==> src/rtl/wb2uart_pkg.sv <==
// Shared types and constants for the WB2UART front-end arbiter.
// Command encodings, word layout and arbiter state encoding.
package wb2uart_pkg;

   localparam logic [1:0] CMD_READ  = 2'b00;
   localparam logic [1:0] CMD_WRITE = 2'b01;
   localparam logic [1:0] CMD_ABORT = 2'b11;
   localparam int         WORD_W    = 34;

   typedef struct packed {
      logic [1:0]  cmd;
      logic [31:0] data;
   } wb2uart_word_t;

   typedef enum logic [2:0] {IDLE, ISSUE, WAIT_START, WAIT_DONE, GAP} arb_state_t;

   // The encoder treats this command as a synchronous reset, so it must never be forwarded.
   function automatic logic is_abort(input wb2uart_word_t w);
      return w.cmd == CMD_ABORT;
   endfunction

endpackage

==> src/rtl/wb2uart_arbiter_rr_pick.sv <==
// Combinational round-robin picker: first set request at or after ptr, wrapping.
// Reusable; ptr is expected to stay below N_REQ.
module rr_pick #(
   parameter int N_REQ = 4
) (
   input  logic [N_REQ-1:0]         req,
   input  logic [$clog2(N_REQ)-1:0] ptr,
   output logic [N_REQ-1:0]         gnt,
   output logic [$clog2(N_REQ)-1:0] idx,
   output logic                     any
);

   localparam int IDX_W = $clog2(N_REQ);

   function automatic int wrap(input int a);
      return (a >= N_REQ) ? a - N_REQ : a;
   endfunction

   always_comb begin
      gnt = '0;
      idx = '0;
      any = 1'b0;
      for (int k = 0; k < N_REQ; k++) begin
         if (!any && req[wrap(int'(ptr) + k)]) begin
            any                       = 1'b1;
            gnt[wrap(int'(ptr) + k)]  = 1'b1;
            idx                       = IDX_W'(wrap(int'(ptr) + k));
         end
      end
   end

endmodule

==> src/rtl/wb2uart_arbiter.sv <==
// Round-robin arbiter sharing one WB2UART encoder between N_REQ requesters.
// Serialises frames, filters the abort command and times out a missing stall response.
module wb2uart_arbiter
   import wb2uart_pkg::*;
#(
   parameter int N_REQ         = 4,
   parameter int START_TIMEOUT = 15
) (
   input  logic                     clk,
   input  logic                     rst,
   input  logic [N_REQ-1:0]         req_valid,
   input  logic [N_REQ*WORD_W-1:0]  req_word,
   output logic [N_REQ-1:0]         req_ready,
   output logic [WORD_W-1:0]        out_WB2UART_word,
   output logic                     out_WB2UART_cyc,
   input  logic                     in_WB2UART_stall,
   output logic [$clog2(N_REQ)-1:0] grant_id,
   output logic                     busy,
   output logic                     err_cmd,
   output logic                     err_timeout
);

   localparam int IDX_W = $clog2(N_REQ);
   localparam int CNT_W = $clog2(START_TIMEOUT + 1);

   arb_state_t                   state, state_nxt;
   logic [IDX_W-1:0]             rr_ptr, win_idx;
   logic [N_REQ-1:0]             win_gnt;
   logic                         any_req, accept, timeout_hit;
   logic [CNT_W-1:0]             cnt;
   logic [N_REQ-1:0][WORD_W-1:0] words;
   wb2uart_word_t                win_word;

   rr_pick #(.N_REQ(N_REQ)) u_pick (
      .req (req_valid),
      .ptr (rr_ptr),
      .gnt (win_gnt),
      .idx (win_idx),
      .any (any_req)
   );

   assign words    = req_word;
   assign win_word = words[win_idx];

   // Stall gating also covers a frame left running across a reset or external encoder use.
   assign accept      = (state == IDLE) && any_req && !in_WB2UART_stall;
   assign req_ready   = accept ? win_gnt : '0;
   assign busy        = (state != IDLE);
   assign timeout_hit = (state == WAIT_START) && !in_WB2UART_stall &&
                        (cnt == CNT_W'(START_TIMEOUT - 1));

   always_ff @(posedge clk or negedge rst) begin
      if (!rst) state <= IDLE;
      else      state <= state_nxt;
   end

   always_comb begin
      state_nxt = state;
      case (state)
         IDLE:       if (accept && !is_abort(win_word)) state_nxt = ISSUE;
         ISSUE:      state_nxt = WAIT_START;
         WAIT_START: if (in_WB2UART_stall) state_nxt = WAIT_DONE;
                     else if (timeout_hit)  state_nxt = GAP;
         WAIT_DONE:  if (!in_WB2UART_stall) state_nxt = GAP;
         GAP:        state_nxt = IDLE;
         default:    state_nxt = IDLE;
      endcase
   end

   always_ff @(posedge clk or negedge rst) begin
      if (!rst) begin
         rr_ptr           <= '0;
         grant_id         <= '0;
         out_WB2UART_word <= '0;
         out_WB2UART_cyc  <= 1'b0;
         err_cmd          <= 1'b0;
         err_timeout      <= 1'b0;
         cnt              <= '0;
      end else begin
         out_WB2UART_cyc <= (state_nxt == ISSUE);
         err_cmd         <= accept && is_abort(win_word);
         err_timeout     <= timeout_hit;
         if (accept) begin
            grant_id <= win_idx;
            rr_ptr   <= (win_idx == IDX_W'(N_REQ - 1)) ? '0 : win_idx + 1'b1;
            if (!is_abort(win_word)) out_WB2UART_word <= win_word;
         end
         if (state == ISSUE)                             cnt <= '0;
         else if (state == WAIT_START && !in_WB2UART_stall) cnt <= cnt + 1'b1;
      end
   end

endmodule

==> config.mk <==
export PLATFORM = sky130hd
export DESIGN_NAME = wb2uart_arbiter
export DESIGN_NICKNAME = d
export VERILOG_FILES = /design/src/rtl/wb2uart_pkg.sv /design/src/rtl/wb2uart_arbiter_rr_pick.sv /design/src/rtl/wb2uart_arbiter.sv
export SDC_FILE = /design/constraint.sdc
export NUM_CORES = 1
export LEC_CHECK = 0
export CAP_MARGIN = 10
export CORE_MARGIN = 2
export CORE_UTILIZATION = 42
export DETAILED_ROUTE_END_ITERATION = 8
export GPL_TIMING_DRIVEN = 1
export PLACE_DENSITY_LB_ADDON = 0.25
export SYNTH_ARGS = -nofsm -noshare
export SYNTH_HDL_FRONTEND = slang
export SYNTH_HIERARCHICAL = 1
export SYNTH_SLANG_ARGS = --single-unit
==> constraint.sdc <==
create_clock -name clk -period 8.1 [get_ports clk]
set_input_delay 1.215 -clock clk [delete_from_list [all_inputs] [get_ports clk]]
set_output_delay 1.215 -clock clk [all_outputs]
set_load 0.02 [all_outputs]
## Yosys cells after proc, flatten, opt, wreduce, memory -nomap -nowiden

Cells that the tools add are included.

| storage, ports and cells | value |
|---|---|
| output and inout port bits | 44 |
| input port bits | 143 |
| logic and storage cells | 110 |
| bits in registers | 48 |

| operators by class | value |
|---|---|
| bitwise logic cells | 4 |
| add/sub/neg operators | 9 |
| equality and inequality tests | 7 |
| mux-type cells | 47 |
| reductions and logical operators | 22 |
| $lt $le $gt $ge | 13 |

Operators with widths:

| cell | number |
|---|---|
| >= comparator 32 x 1 -> 1 bit (second input constant) | 4 |
| < comparator 32 x 4 -> 1 bit (second input constant) | 4 |
| 2-to-1 mux 32 bit | 4 |
| >= comparator 32 x 4 -> 1 bit (second input constant) | 3 |
| subtractor 32 x 4 -> 32 bit (second input constant) | 3 |
| binary-select mux 34 bit (select 2 bit) | 1 |
| 2-to-1 mux 34 bit | 1 |
| 2-to-1 mux 4 bit | 7 |
| 2-to-1 mux 1 bit | 16 |
| logical AND 1 bit | 13 |
| 2-to-1 mux 3 bit | 4 |
| bitwise OR 4 bit | 3 |
| case mux 3 bit (4 select lines) | 1 |
| 2-to-1 mux 2 bit | 5 |
| binary-select mux 1 bit (select 2 bit) | 4 |
| demux 1 bit (select 2 bit) | 4 |
| adder 2 x 2 -> 3 bit (second input constant) | 2 |
| == test 3 x 1 -> 1 bit (second input constant) | 2 |
| == test 3 x 2 -> 1 bit (second input constant) | 2 |
| zero test 1 bit | 5 |
| adder 4 x 1 -> 4 bit (second input constant) | 1 |
| == test 2 bit (second input constant) | 2 |
| == test 4 bit (second input constant) | 1 |
| subtractor 2 x 3 -> 4 bit (second input constant) | 1 |
| 9 further kinds | 9 |

## Depth between registers and ports, before layout

| depth | value |
|---|---|
| word-level depth | 23 |
| mapped depth | 13 |
| gate-level depth less buffers | 9 |

## Hierarchy

The synthesis kept the hierarchy.

By module, submodules not included:

| module | area an instance (sq um) | seq. area each (sq um) | times used | cells each |
|---|---|---|---|---|
| wb2uart_arbiter | 2771.4 | 1201.2 | 1 | 181 |
| rr_pick | 459.2 | 0.0 | 1 | 48 |

## Worst setup path after synthesis

OpenSTA, ideal clock, no wires.

| timing path | value |
|---|---|
| path kind | input-to-reg |
| from | in req_valid[3] |
| to | reg out_WB2UART_word[10] |
| library setup time | 125 ps |
| required time | 7975 ps |
| path slack | 4013 ps |
| cell stages on the path | 8 |
| path buffers | 3 |
| arrival | 3962 ps |
| path through | mux4_2 > clkbuf_1 > o31ai_1 > buf_6 > mux4_2 > a211oi_4 > buf_6 > mux2_2 |

| between the ends | value |
|---|---|
| word-level cells in the longest chain between the ends | 18 |
| elaborated cells between the ends (all ways) | 33 |
| classes of those cells | 1 x eq/ne; 22 x mux; 1 x bitwise; 9 x reduce/logical |

Ends and longest elaborated chain:

| element | line | text |
|---|---|---|
| start, declared | wb2uart_arbiter.sv:11 | `input logic [N_REQ-1:0] req_valid,` |
| binary-select mux 1 bit (select 2 bit) | wb2uart_arbiter_rr_pick.sv:24 | `if (!any && req[wrap(int'(ptr) + k)]) begin` |
| 2-to-1 mux 1 bit (implied by the code) (2 in series) | wb2uart_arbiter_rr_pick.sv:24 |  |
| 2-to-1 mux 1 bit | wb2uart_arbiter_rr_pick.sv:24 |  |
| zero test 1 bit | wb2uart_arbiter_rr_pick.sv:24 |  |
| logical AND 1 bit | wb2uart_arbiter_rr_pick.sv:24 |  |
| 2-to-1 mux 1 bit | wb2uart_arbiter_rr_pick.sv:24 |  |
| zero test 1 bit | wb2uart_arbiter_rr_pick.sv:24 |  |
| logical AND 1 bit | wb2uart_arbiter_rr_pick.sv:24 |  |
| [2 not listed] | n/a |  |
| logical AND 1 bit | wb2uart_arbiter_rr_pick.sv:24 |  |
| 2-to-1 mux 2 bit * | wb2uart_arbiter_rr_pick.sv:24 |  |
| named net win_idx[0] | wb2uart_arbiter.sv:27 | `logic [IDX_W-1:0] rr_ptr, win_idx;` |
| binary-select mux 34 bit (select 2 bit) * | wb2uart_arbiter.sv:43 | `assign win_word = words[win_idx];` |
| 2-to-1 mux 34 bit (implied by the code) * | wb2uart_arbiter.sv:43 |  |
| == test 2 bit | wb2uart_pkg.sv:19 | `return w.cmd == CMD_ABORT;` |
| inverter 1 bit (no source line) | n/a |  |
| AND reduction 2 bit (no source line) | n/a |  |
| end signal, assigned | wb2uart_arbiter.sv:86 | `if (!is_abort(win_word)) out_WB2UART_word <= win_word;` |
| end, declared | wb2uart_arbiter.sv:14 | `output logic [WORD_W-1:0] out_WB2UART_word,` |

Mark *: on every way through the listed nets, which the timed path passes. The rest lies on a longest branch. The select of a mux whose other input is x is not followed.
A chain may end at the register's enable or synchronous reset.

## Worst setup path in the final report

| timing path | value |
|---|---|
| from | in req_valid[3] |
| to | reg out_WB2UART_word[13] |

Same word-level chain as after synthesis.

==> results.md <==
* Status: finished clean
* Comb power frac at 0.688
* Fin Setup TNS at 0 ns
* Setup bufs post-CTS at 0
* Share of cells above drive strength 1 at 0.208
* Reg clk slew, reported paths at 0.09 ns
* Core ar. at 7370 µm²
* Detailed-route via count at 2,746
* Detail Route Antenna Nets at 0
* Max VDD drop at 0.000349 V
* Post-Syn Instances at 229
* Clock Tree Buf Depth at 2
* Post_cts resized at 0
* Die X at 91.7 µm
* Syn Nets at 383
* CP endpoint: out_WB2UART_word[13]
* Ys Warns at 6
* Global-route wire length before repair at 14.7 mm
* Design Area, Final at 5250 µm²
* Slew margin rel. at 0.310
* Worst endpoint data arrival time at 5.39 ns
* Synth area leaders: dfrtp_1 (37%), mux4_2 (25%), mux2_2 (10%)
* DR vias/cell at 5.41
* GRT Total Usage at 0.223
* PortBufs at 186
* GPL Wtd Cong at 0.898
* Cell mode on critical path: mux4_2
* DR DRC count at 0
* 1st-pass router iterations at 4
* Max incr delay on CP at 0.92 ns
* Synth Cell Area at 3230 µm²
* Switching share of power at 0.403
* WL per Instance at 19.0 µm
* Setup Viol. Count Final at 0
* Largest net degree at the start of global routing at 49
* H-tree depth at 2
* Slew at the pin closest to its max-slew limit at 1.03 ns
* Register area share after synthesis at 0.372
* Req. time, crit path at 8.28 ns
* # clock sinks at 48
* Max-cap viol count at 0
* Die Y at 91.7 µm
* CP Launch Type: input pin
* Crit-path slowest cell: a32o_2
* Final #Nets at 562
* Layout overhead on the synthesized area at 62.5%
* CP Max Fanout at 36
* Number of global-route vias before repair at 2,757
* Sw Pwr at 0.000801 W
* Gr ovfl total at 0
* Yosys top cell area share at 0.372
* Sequential power share at 0.226
* Post-synth EDFFs at 0
* Worst R2R Path Depth at 9
* Hold-fix buffers, CTS at 0
* Reg2reg end: out_WB2UART_word[13]
* Root buffer cell: clkbuf_8
* Setup CP Type: input pin to flip-flop
* Pins Over Slew Limit at 0
* Row count at 31
* Syn Area/Cell at 14.1 µm²
* PD cells at 379 nW/µm²
* Crit path cell chain: clkdlybuf4s50_1, mux4_2, nor3_1, a32o_2, mux4_2, a211oi_4, buf_4, mux2_2
* Total CTS buffers at 5
* Async set-reset flop share out of synthesis at 1.00
* Clk network pwr share at 0.087
* Area after DPL at 5140 µm²
* CTS tree: yes
* Worst Hold Class: flip-flop to flip-flop
* Final Hold Fails at 0
* Count leader, synth: dfrtp_1
* Cell Int Power at 0.00119 W
* Yosys cell types at 40
* Starting Density at 0.438
* Crit path time final at 5.21 ns
* Total wire length at 9.66 mm
* Die Footprint at 8410 µm²
* Post-synth top area cell: dfrtp_1
* Highest clock rate at 192 MHz
* Worst-skew pair later-pin latency at 0.30 ns
* # IOs at 187
* Setup slack, reg-to-reg at 3.14 ns
* Pleak at 2.02 nW
* Drt initial violations at 97
* R2r startpoint: rr_ptr[0]
* Fin crit share at 0.643
* Synth cell count leaders: dfrtp_1 (48), mux4_2 (36), mux2_2 (30)
* Setup Skew at 0.00643 ns
* Ys flop type: dfrtp_1
* Setup crit end kind: flip-flop
* RSZ-0062 raised after global routing: no
* Critical Path Source: req_valid[3]
* Initial antenna violation count at 0
* Post-DP HPWL at 7.72 mm
* Yosys reg bits at 48
* N_diodes at 0
[sequential cells by signal, indices dropped and copies added, names as in the netlist]
| name | cells |
|---|---|
| state | 3 |
| err_cmd | 1 |
| out_WB2UART_cyc | 1 |
| cnt | 4 |
| err_timeout | 1 |
| out_WB2UART_word | 34 |
| grant_id | 2 |
| rr_ptr | 2 |
[worst min-delay path by stage]
| stage | start | end | slack (ns) | cells after the start |
|---|---|---|---|---|
| 6_report | out_WB2UART_word[8] | out_WB2UART_word[8] | 0.49 | 1 |
| 5_1_grt | out_WB2UART_word[8] | out_WB2UART_word[8] | 0.52 | 1 |
| 4_1_cts | out_WB2UART_word[8] | out_WB2UART_word[8] | 0.49 | 1 |
| 3_5_place_dp | out_WB2UART_word[8] | out_WB2UART_word[8] | 0.47 | 1 |
| 3_3_place_gp | out_WB2UART_word[23] | out_WB2UART_word[23] | 0.47 | 1 |
| 2_1_floorplan | state[2] | state[1] | 0.47 | 1 |
[final cells by class]
cell class	instances	area (µm²)
Fill cell	524	2120
Tap cell	99	124
Clock buffer	5	68.8
Clock inverter	3	42.5
Inverter	7	26.3
Sequential cell	48	1200
Multi-Input combinational cell	157	1910
Timing Repair Buffer	189	1880
[worst max-delay path, delay by kind of cell]
| family | cells | cell delay, ns |
|---|---|---|
| buffers and inverters | 2 | 0.91 |
| multiplexers | 3 | 1.52 |
| AND/OR/NAND/NOR | 1 | 0.30 |
| AO/OA/AOI/OAI | 2 | 1.44 |
[stage by stage]
| stage | worst slack (ns) | utilization | instances | hold WS, ns | total power [W] |
|---|---|---|---|---|---|
| global placement | 2.68 | 0.697 | 500 | 0.469 | 0.00181 |
| global route | 2.68 | 0.713 | 508 | 0.518 | 0.00211 |
| CTS | 2.85 | 0.713 | 508 | 0.494 | 0.00201 |
| finish | 2.89 | 0.713 | 508 | 0.491 | 0.00199 |
| floorplan | 4.01 | - | 229 | 0.466 | 0.00139 |
| detailed placement | 2.52 | 0.697 | 500 | 0.474 | 0.00184 |
[per-layer routing]
metal	global-route usage	wire length (µm)	part of all wire	vias up
met5	0	0	0	-
met4	0.0410	59	0.0061	0
met3	0.0452	602	0.062	4
met2	0.404	5210	0.54	95
met1	0.278	3780	0.39	1381
li1	-	-	-	1266
[layout by cell type (no fill, tap or decap), types with 3 or more instances in the layout]
| master | n |
|---|---|
| clkdlybuf4s50_1 | 185 |
| dfrtp_1 | 48 |
| mux4_2 | 36 |
| mux2_2 | 30 |
| o21ai_0 | 11 |
| ha_1 | 11 |
| a22oi_1 | 8 |
| inv_1 | 7 |
| nand2_1 | 6 |
| nor2_1 | 6 |
| mux2_1 | 6 |
| clkbuf_8 | 5 |
| and2_1 | 4 |
| or3_1 | 3 |
| nor3_1 | 3 |
| nand2b_1 | 3 |
| a22o_1 | 3 |
| buf_4 | 3 |
[kinds of logic (layout without fill, tap and decap cells)]
logic type               count (synthesis)  in the layout  synth area share
buffers and inverters                   24            204            0.0418
AND/OR/NAND/NOR                         35             35            0.0658
adder cells (fa/ha/maj)                 11             11            0.0426
AO/OA/AOI/OAI                           35             35            0.0790
multiplexers                            76             76             0.399
flip-flops                              48             48             0.372
[power groups by stage]
stage / Combinational [W] / Clock [W] / Sequential [W]
after global routing: 0.00146 / 0.000183 / 0.000464
after detailed placement: 0.00139 / 0 / 0.000453
after global placement: 0.00136 / 0 / 0.000447
after floorplan: 0.000855 / 0 / 0.000537
final: 0.00137 / 0.000172 / 0.000449
after CTS: 0.00139 / 0.000175 / 0.000450
Power figures use the tool's default switching activity.
